$ cat src/rtl/if_fetch.sv
// ----------------------------------------------------------------------------
// if_fetch -- instruction fetch stage with a credit-controlled fetch queue.
//
// Issues sequential instruction-memory reads starting at RESET_PC. Responses
// (fixed one-cycle latency) are pushed, tagged with pc+4, into a DEPTH-entry
// circular queue. The head is presented to IF/ID directly from storage, so a
// response never bypasses to the output (request -> if_valid_o is 2 cycles).
// A request is only issued when the queue is guaranteed to have room for its
// response. flush_i redirects the PC and discards all fetched state.
//
// Optional feature macro: IF_FETCH_PERF_EN adds the perf_fetch_o and
// perf_stall_o event counters.
//
// DEPTH must be a power of two, >= 2: pointers wrap by natural overflow.
// ----------------------------------------------------------------------------
module if_fetch #(
    parameter logic [31:0] RESET_PC = 32'h0000_0000,
    parameter int unsigned DEPTH    = 4
) (
    input  logic        clk_i,
    input  logic        reset,
    input  logic        stall_i,
    input  logic        flush_i,
    input  logic [31:0] branch_target_i,
    output logic        imem_req_o,
    output logic [31:0] imem_addr_o,
    input  logic        imem_valid_i,
    input  logic [31:0] imem_data_i,
`ifdef IF_FETCH_PERF_EN
    output logic [31:0] perf_fetch_o,
    output logic [31:0] perf_stall_o,
`endif
    output logic [63:0] if_id_o,
    output logic        if_valid_o
);

    localparam int unsigned PTR_W = (DEPTH > 1) ? $clog2(DEPTH) : 1;
    localparam int unsigned CNT_W = PTR_W + 1;
    localparam logic [CNT_W-1:0] DEPTH_C = CNT_W'(DEPTH);

    // ------------------------------------------------------------------
    // State
    // ------------------------------------------------------------------
    logic [31:0]      r_pc;        // next fetch address
    logic [31:0]      r_req_pc;    // address of the outstanding read
    logic             r_inflight;  // a read has been issued and not yet returned
    logic             r_kill;      // the outstanding read belongs to a flushed path
    logic [PTR_W-1:0] r_wr_ptr;
    logic [PTR_W-1:0] r_rd_ptr;
    logic [CNT_W-1:0] r_count;
    logic [63:0]      r_mem [DEPTH];  // {pc_plus4, instr}

    // ------------------------------------------------------------------
    // Combinational control
    // ------------------------------------------------------------------
    logic             w_valid;
    logic             w_pop;
    logic             w_resp;
    logic             w_push;
    logic [CNT_W-1:0] w_used;
    logic             w_req;

    // The head is valid whenever the queue holds something and we are out of
    // reset; everything downstream keys off this.
    assign w_valid = reset & (r_count != '0);

    // A pop needs a valid head and no stall; a flush discards the head instead.
    assign w_pop = w_valid & ~stall_i & ~flush_i;

    // Only a response to a read we actually issued counts. This also ignores
    // any stray response in the cycle reset is released (inflight is 0 then).
    assign w_resp = imem_valid_i & r_inflight;

    // A live response is written unless it belongs to a killed path or the
    // queue is being flushed this very cycle.
    assign w_push = w_resp & ~r_kill & ~flush_i;

    // Slots committed after this edge: stored entries plus the response that
    // is still owed, minus the entry leaving this cycle. A pop implies
    // r_count >= 1, so this never underflows.
    assign w_used = r_count + CNT_W'(r_inflight) - CNT_W'(w_pop);

    // Request only when the response is certain to find a free slot; this
    // credit rule is what makes a push into a full queue impossible.
    assign w_req = reset & ~flush_i & (w_used < DEPTH_C);

    // ------------------------------------------------------------------
    // Outputs
    // ------------------------------------------------------------------
    assign imem_req_o  = w_req;
    assign imem_addr_o = r_pc;
    assign if_valid_o  = w_valid;
    assign if_id_o     = w_valid ? r_mem[r_rd_ptr] : 64'h0;

    // ------------------------------------------------------------------
    // PC, outstanding-read tracking and kill flag
    // ------------------------------------------------------------------
    // Advance the fetch PC on each issued request, or redirect it on a flush.
    // NOTE: every register below is assigned with <= so all flops sample the
    // same pre-edge values; a blocking = here would let later statements see
    // half-updated state and would not match the synthesized hardware.
    always_ff @(posedge clk_i) begin
        if (!reset) begin
            r_pc       <= RESET_PC;
            r_req_pc   <= RESET_PC;
            r_inflight <= 1'b0;
            r_kill     <= 1'b0;
        end else if (flush_i) begin
            r_pc <= branch_target_i;
            // A read returning during the flush cycle is dropped by the flush
            // itself; only a read still outstanding afterwards needs the kill
            // flag to drop it later. With one-cycle memory latency the read
            // always returns in the flush cycle, so kill normally stays 0.
            r_inflight <= r_inflight & ~imem_valid_i;
            r_kill     <= r_inflight & ~imem_valid_i;
        end else begin
            if (w_req) begin
                r_pc     <= r_pc + 32'd4;  // wraps 32'hFFFF_FFFC -> 0
                r_req_pc <= r_pc;
            end
            r_inflight <= w_req | (r_inflight & ~imem_valid_i);
            if (w_resp && r_kill) begin
                r_kill <= 1'b0;
            end
        end
    end

    // ------------------------------------------------------------------
    // Queue pointers and occupancy
    // ------------------------------------------------------------------
    // Move the tail on push and the head on pop; both may move in one cycle,
    // which leaves the count unchanged.
    always_ff @(posedge clk_i) begin
        if (!reset) begin
            r_wr_ptr <= '0;
            r_rd_ptr <= '0;
            r_count  <= '0;
        end else if (flush_i) begin
            r_wr_ptr <= '0;
            r_rd_ptr <= '0;
            r_count  <= '0;
        end else begin
            if (w_push) begin
                r_wr_ptr <= r_wr_ptr + PTR_W'(1);
            end
            if (w_pop) begin
                r_rd_ptr <= r_rd_ptr + PTR_W'(1);
            end
            r_count <= r_count + CNT_W'(w_push) - CNT_W'(w_pop);
        end
    end

    // ------------------------------------------------------------------
    // Queue storage
    // ------------------------------------------------------------------
    // Write the response, tagged with its pc+4, at the tail.
    // NOTE: the storage array has no reset on purpose; an entry is only ever
    // read while r_count says it was written, so resetting it would only cost
    // a reset net to every bit without changing behaviour.
    always_ff @(posedge clk_i) begin
        if (w_push) begin
            r_mem[r_wr_ptr] <= {r_req_pc + 32'd4, imem_data_i};
        end
    end

`ifdef IF_FETCH_PERF_EN
    // ------------------------------------------------------------------
    // Performance counters
    // ------------------------------------------------------------------
    logic [31:0] r_perf_fetch;
    logic [31:0] r_perf_stall;

    // Count accepted pushes and cycles where a valid head is held by a stall.
    always_ff @(posedge clk_i) begin
        if (!reset) begin
            r_perf_fetch <= '0;
            r_perf_stall <= '0;
        end else begin
            if (w_push) begin
                r_perf_fetch <= r_perf_fetch + 32'd1;
            end
            if (w_valid && stall_i) begin
                r_perf_stall <= r_perf_stall + 32'd1;
            end
        end
    end

    assign perf_fetch_o = r_perf_fetch;
    assign perf_stall_o = r_perf_stall;
`endif

endmodule

$ cat config.mk
export PLATFORM = sky130hd
export DESIGN_NAME = if_fetch
export DESIGN_NICKNAME = d
export VERILOG_FILES = /design/src/rtl/if_fetch.sv
export SDC_FILE = /design/constraint.sdc
export NUM_CORES = 1
export LEC_CHECK = 0
export BUFFER_PORTS_ARGS = -buffer_cell sky130_fd_sc_hd__buf_2
export CORE_MARGIN = 1.5
export CORE_UTILIZATION = 50
export CTS_BUF_LIST = sky130_fd_sc_hd__clkbuf_8 sky130_fd_sc_hd__clkbuf_16
export CTS_CLUSTER_SIZE = 28
export DETAILED_ROUTE_END_ITERATION = 10
export PLACE_DENSITY_LB_ADDON = 0.2
export SETUP_SLACK_MARGIN = 0.5
export SLEW_MARGIN = 20
export SYNTH_ARGS = -nofsm -noshare
export SYNTH_HDL_FRONTEND = slang
export SYNTH_SLANG_ARGS = --single-unit
$ cat constraint.sdc
create_clock -name clk_i -period 4.3 [get_ports clk_i]
set_input_delay 0.86 -clock clk_i [delete_from_list [all_inputs] [get_ports clk_i]]
set_output_delay 0.86 -clock clk_i [all_outputs]
set_load 0.02 [all_outputs]
# Yosys cells after proc, flatten, opt, wreduce, memory -nomap -nowiden
# Memories as Yosys holds them, arrays and structs flattened. A register that Yosys moved wholly into a read port is not among the register bits.
# Index checks and enable logic that the tools add are counted.
[word_totals]
regBits = 73
mem_bits_rw = 256
input_bits = 69
output_inout_bits = 98
elab_cells = 48
memories = 1
[mem_list]
columns = ["memory", "depth", "word_bits", "rd", "rd_ports_with_merged_regs", "wr", "line_no", "text"]
rows = [
  ["r_mem", 4, 64, 1, 1, 1, "51", "logic [63:0] r_mem [DEPTH];"],
]
[op_classes]
addsub = 8
n_lt_le_gt_ge = 1
muxes = 10
n_bitwise = 15
n_reduce_logical = 6
[op_table]
columns = ["cell", "n"]
rows = [
  ["$add A32 B3 Y32 const B", 2],
  ["$mux W32", 2],
  ["$mux W64", 1],
  ["$and A1 B1 Y1", 9],
  ["$add A3 B1 Y3", 2],
  ["$sub A3 B1 Y3", 2],
  ["$mux W1", 5],
  ["$not A1 Y1", 5],
  ["$add A2 B1 Y2 const B", 2],
  ["$mux W2", 2],
  ["$reduce_bool A2 Y1", 2],
  ["$lt A3 B3 Y1 const B", 1],
  ["$reduce_bool A3 Y1", 1],
  ["$reduce_and A2 Y1", 1],
  ["$reduce_or A2 Y1", 1],
  ["$logic_and A1 B1 Y1", 1],
  ["$or A1 B1 Y1", 1],
]

# Longest topological paths before layout
[depth]
depth_word = 9
depth_mapped = 10
depth_no_buf = 8

# Least setup slack after synthesis
# Ideal clock, no wire load.
[synth_path]
path_type = "input-to-output"
startpoint = "input flush_i"
endpoint = "output imem_req_o"
arrival_ps = 3205
required_ps = 3440
setup_slack_ps = 235
path_stages = 8
n_path_buf = 2
cell_sequence = "or3b_1 -> or3_1 -> ha_1 -> a41oi_1 -> o41a_1 -> buf_6 -> mux2i_2 -> clkbuf_1"
[synth_via]
elab_chain_len = 5
word_cells_on_any_way = 6
classes_between = "1 x add/sub; 1 x order compare; 4 x bitwise"
[synth_rtl]
columns = ["item", "line_no", "text"]
rows = [
  ["start, declared", "23", "input logic flush_i,"],
  ["$not A1 Y1 (no line) *", "-", ""],
  ["$and A1 B1 Y1", "68", "assign w_pop = w_valid & ~stall_i & ~flush_i;"],
  ["$sub A3 B1 Y3", "81", "assign w_used = r_count + CNT_W'(r_inflight) - CNT_W'(w_pop);"],
  ["$lt A3 B3 Y1", "85", "assign w_req = reset & ~flush_i & (w_used < DEPTH_C);"],
  ["$and A1 B1 Y1 *", "85", ""],
  ["end, declared", "25", "output logic imem_req_o,"],
]
# Every way passes the cells marked *; elsewhere a longest branch is shown, timed or not.

# Worst setup path in the final report
[layout_path]
startpoint = "input stall_i"
endpoint = "output imem_req_o"
[layout_via]
elab_chain_len = 6
[layout_rtl]
columns = ["item", "line_no", "text"]
rows = [
  ["start, declared", "22", "input logic stall_i,"],
  ["$not A1 Y1", "68", ""],
  ["$and A1 B1 Y1 (2 in a row)", "68", ""],
  ["$sub A3 B1 Y3", "81", ""],
  ["$lt A3 B3 Y1", "85", ""],
  ["$and A1 B1 Y1", "85", ""],
]
# Every way passes these cells.

==> flow_summary.json <==
{
  "drt-initial-drc-count": 716,
  "finalHoldViolations": 0,
  "hold_buffers_post_cts": 0,
  "final.period_utilization_pct": 88.5,
  "grt_first_pass_wirelength_um": 45400,
  "run_status": "finished, final reports clean",
  "rsz_0062_raised_after_global_routing": "yes",
  "final.hold.worst_slack_ns": 0.470,
  "postSynthRegisterBits": 331,
  "synthesis.nets": 1022,
  "fin_cells": 1516,
  "post_synth_num_cell_types": 60,
  "tritoncts.num_buffers": 35,
  "synth_ff_type": "sky130_fd_sc_hd__edfxtp_1",
  "fp.coreArea_sq_mm": 0.0271,
  "timing_worst_slew_pin_value_ns": 0.943,
  "min_delay_path_depth": 2,
  "globalRoute.totalOverflow": 0,
  "final.setup.tns_ns": 0,
  "wirelength_um": 28400,
  "crit_fanout": 3,
  "r2r_start": "r_count[1]",
  "drive_gt1_share_pct": 28.5,
  "first_pass_iters": 5,
  "fmaxAchievable_mhz": 263,
  "worst-endpoint-required_ns": 3.44,
  "groute.usage.overall_pct": 20.3,
  "num_vias": 8470,
  "timing_worst_setup_path_type": "input pin to primary output",
  "time_the_worst_path_needs_with_i_o_delays_and_setup_ns": 3.81,
  "netlist_top_cells_count": "sky130_fd_sc_hd__edfxtp_1 (256), sky130_fd_sc_hd__nand2_1 (97), sky130_fd_sc_hd__dfxtp_1 (75)",
  "yosysTopAreaCell": "sky130_fd_sc_hd__edfxtp_1",
  "leakagePower_uw": 0.00586,
  "ioPinCount": 167,
  "finalMaxSlewViolations": 0,
  "finalWeightedCongestion": 0.833,
  "floorplan.initialDensity_pct": 51.1,
  "final.setup_skew_ns": 0.0198,
  "layout.filler_cells": 2103,
  "timing.hold.worst_endpoint": "r_req_pc[31]",
  "grt_antenna_before_repair": 0,
  "vdd_ir_drop_max_v": 0.000261,
  "mappedNetlistArea_sq_mm": 0.0138,
  "tritoncts_clock_tree": "built",
  "timing.reg2reg.setup_slack_ns": 1.21,
  "floorplan.rows": 60,
  "multiInputGateArea_sq_mm": 0.00444,
  "worst_skew_pair.late_latency_ns": 0.51,
  "dp.cells": 1451,
  "tritoncts_num_sinks": 331,
  "detail_route.vias_per_cell": 5.59,
  "ctsRootBufferMaster": "sky130_fd_sc_hd__clkbuf_16",
  "worst_path_slowest_cell": "sky130_fd_sc_hd__o41a_1",
  "syn_area_per_cell_sq_um": 14.7,
  "synth_largest_type_area_fraction_pct": 55.5,
  "ys_seq_area_share_pct": 66.4,
  "pin_count_of_the_biggest_net_entering_global_routing": 71,
  "worstReg2RegEnd": "imem_addr_o[27]",
  "pwr_density_cell_mw_per_mm2": 405,
  "yosys_warnings": 0,
  "cts_max_level": 2,
  "min-delay-start": "r_req_pc[31]",
  "slew_headroom_pct": 37.1,
  "area.growth.synth_to_final_pct": 18.4,
  "drt-wirelength-per-cell_um": 18.7,
  "final_setup_violations": 0,
  "worst_case_setup_margin_in_the_final_layout_ns": 0.493,
  "async_flop_share_pct": 0,
  "hold_path_class": "flip-flop to flip-flop",
  "data_arrival_time_at_the_worst_slack_endpoint_ns": 2.95,
  "worst_setup_slack_after_placement_ns": 0.384,
  "placement.io_buffers": 166,
  "syn-instance-count": 944,
  "dieWidth_um": 169,
  "depth_of_the_most_critical_reg_to_reg_path": 9,
  "drt_drc_violations_left": 0,
  "library_cell_with_the_highest_instance_count_after_synthesis": "sky130_fd_sc_hd__edfxtp_1",
  "cts_buffer_depth": 3,
  "critical_path.endpoint_type": "primary output",
  "synthTopCellsByArea": "sky130_fd_sc_hd__edfxtp_1 (56%), sky130_fd_sc_hd__dfxtp_1 (11%), sky130_fd_sc_hd__mux4_2 (10%)",
  "num_antenna_cells": 0,
  "startpoint_type": "input pin",
  "detail-route-antenna-nets": 0,
  "die-height_um": 169,
  "first_global_vias": 8376,
  "timing.critical_path.cells": "buf_8 > or3b_4 > or3_4 > ha_4 > nand2_4 > o41a_1 > mux2i_4 > buf_6",
  "synth_enable_flop_cells": 256,
  "path_clk_slew_ns": 0.06,
  "cap_violations": 0,
  "dp.final_hpwl_um": 17800,
  "critical-path-max-stage-delay_ns": 0.50,
  "regArea_sq_mm": 0.00919,
  "floorplan.die_area_sq_mm": 0.0287,
  "final_net_count": 1198
}
==> cells in the final DEF, fill, tap and decap left out, drive strengths merged, types with 19 or more instances in the layout <==
cell type,instances
inv,19
nand3,32
xnor2,28
buf,194
o21ai,49
mux4,64
edfxtp,256
clkbuf,41
nor2b,69
nand2,97
dfxtp,75
nor2,31
==> state kept, by name, summed over array words and instances, names as in the netlist, named ones only <==
| signal | cells |
|---|---|
| r_mem | 256 |
| imem_addr_o | 32 |
| r_req_pc | 32 |
| r_count | 3 |
| r_rd_ptr | 2 |
| r_wr_ptr | 2 |
| r_inflight | 1 |
| r_kill | 1 |
==> report_power, final <==
group	internal [uW]	switching [uW]	total, uW
clock	1660	1150	2820
combinational	108	163	270
sequential	3490	60.3	3550
total	5260	1380	6640
==> final cells by class <==
class                   instances  area share (%)
flip-flops and latches        331            56.1
well taps                     372            2.84
clock buffers                  41            5.92
clock inverters                20           0.756
repair buffers                194            7.02
inverters                      13           0.298
multi-input cells             545            27.1
==> cells by family after synthesis <==
logic type,count (synthesis),share of synthesized area [%]
flops,331,66.4
simple gates,307,11.6
compound gates,119,5.72
mux,71,11.0
buf+inv,68,1.97
xor+xnor,39,2.47
fa+ha+maj,9,0.867
==> critical path, delay by kind of cell <==
kind                       cells  cell delay, ns
and+or+nand+nor                3            0.78
AOI/OAI and AO/OA              1            0.50
adders and majority gates      1            0.30
buffers and inverters          2            0.25
muxes                          1            0.25
==> worst max-delay path by stage <==
| stage | startpoint | to | slack (ns) | cells after the start |
|---|---|---|---|---|
| 6_report | stall_i | imem_req_o | 0.49 | 8 |
| 5_1_grt | stall_i | imem_req_o | 0.47 | 8 |
| 4_1_cts | flush_i | imem_req_o | 0.50 | 8 |
| 3_5_place_dp | flush_i | imem_addr_o[27] | 0.38 | 10 |
| 3_3_place_gp | flush_i | imem_req_o | 0.43 | 8 |
| 2_1_floorplan | flush_i | imem_req_o | 0.51 | 8 |
==> stage by stage <==
stage	total power (uW)	utilization [%]	cell area (sq um)
finish	6640	60.5	16400
global route	6870	60.5	16400
CTS	6700	60.3	16300
detailed placement	3880	56.1	15200
global placement	3880	56.1	15200
floorplan	3760	-	13900
==> layer usage <==
metal	track usage, %	wire length, um	part of all wire (%)	vias up
li1	-	-	-	3969
met1	29.1	12900	45	4144
met2	32.5	13100	46	320
met3	3.80	1960	6.9	37
met4	4.54	401	1.4	0
met5	0	0	0	-
==> what timing repair did <==
| item | CTS | global route |
|---|---|---|
| buffers inserted | 0 | 4 |
| endpoints found under the hold margin | 0 | 0 |
| gates resized for setup | 4 | 7 |
| setup endpoints to repair | 1 | 1 |
| pin swaps | 0 | 5 |
Note: power is estimated with default switching activity, not from simulation.
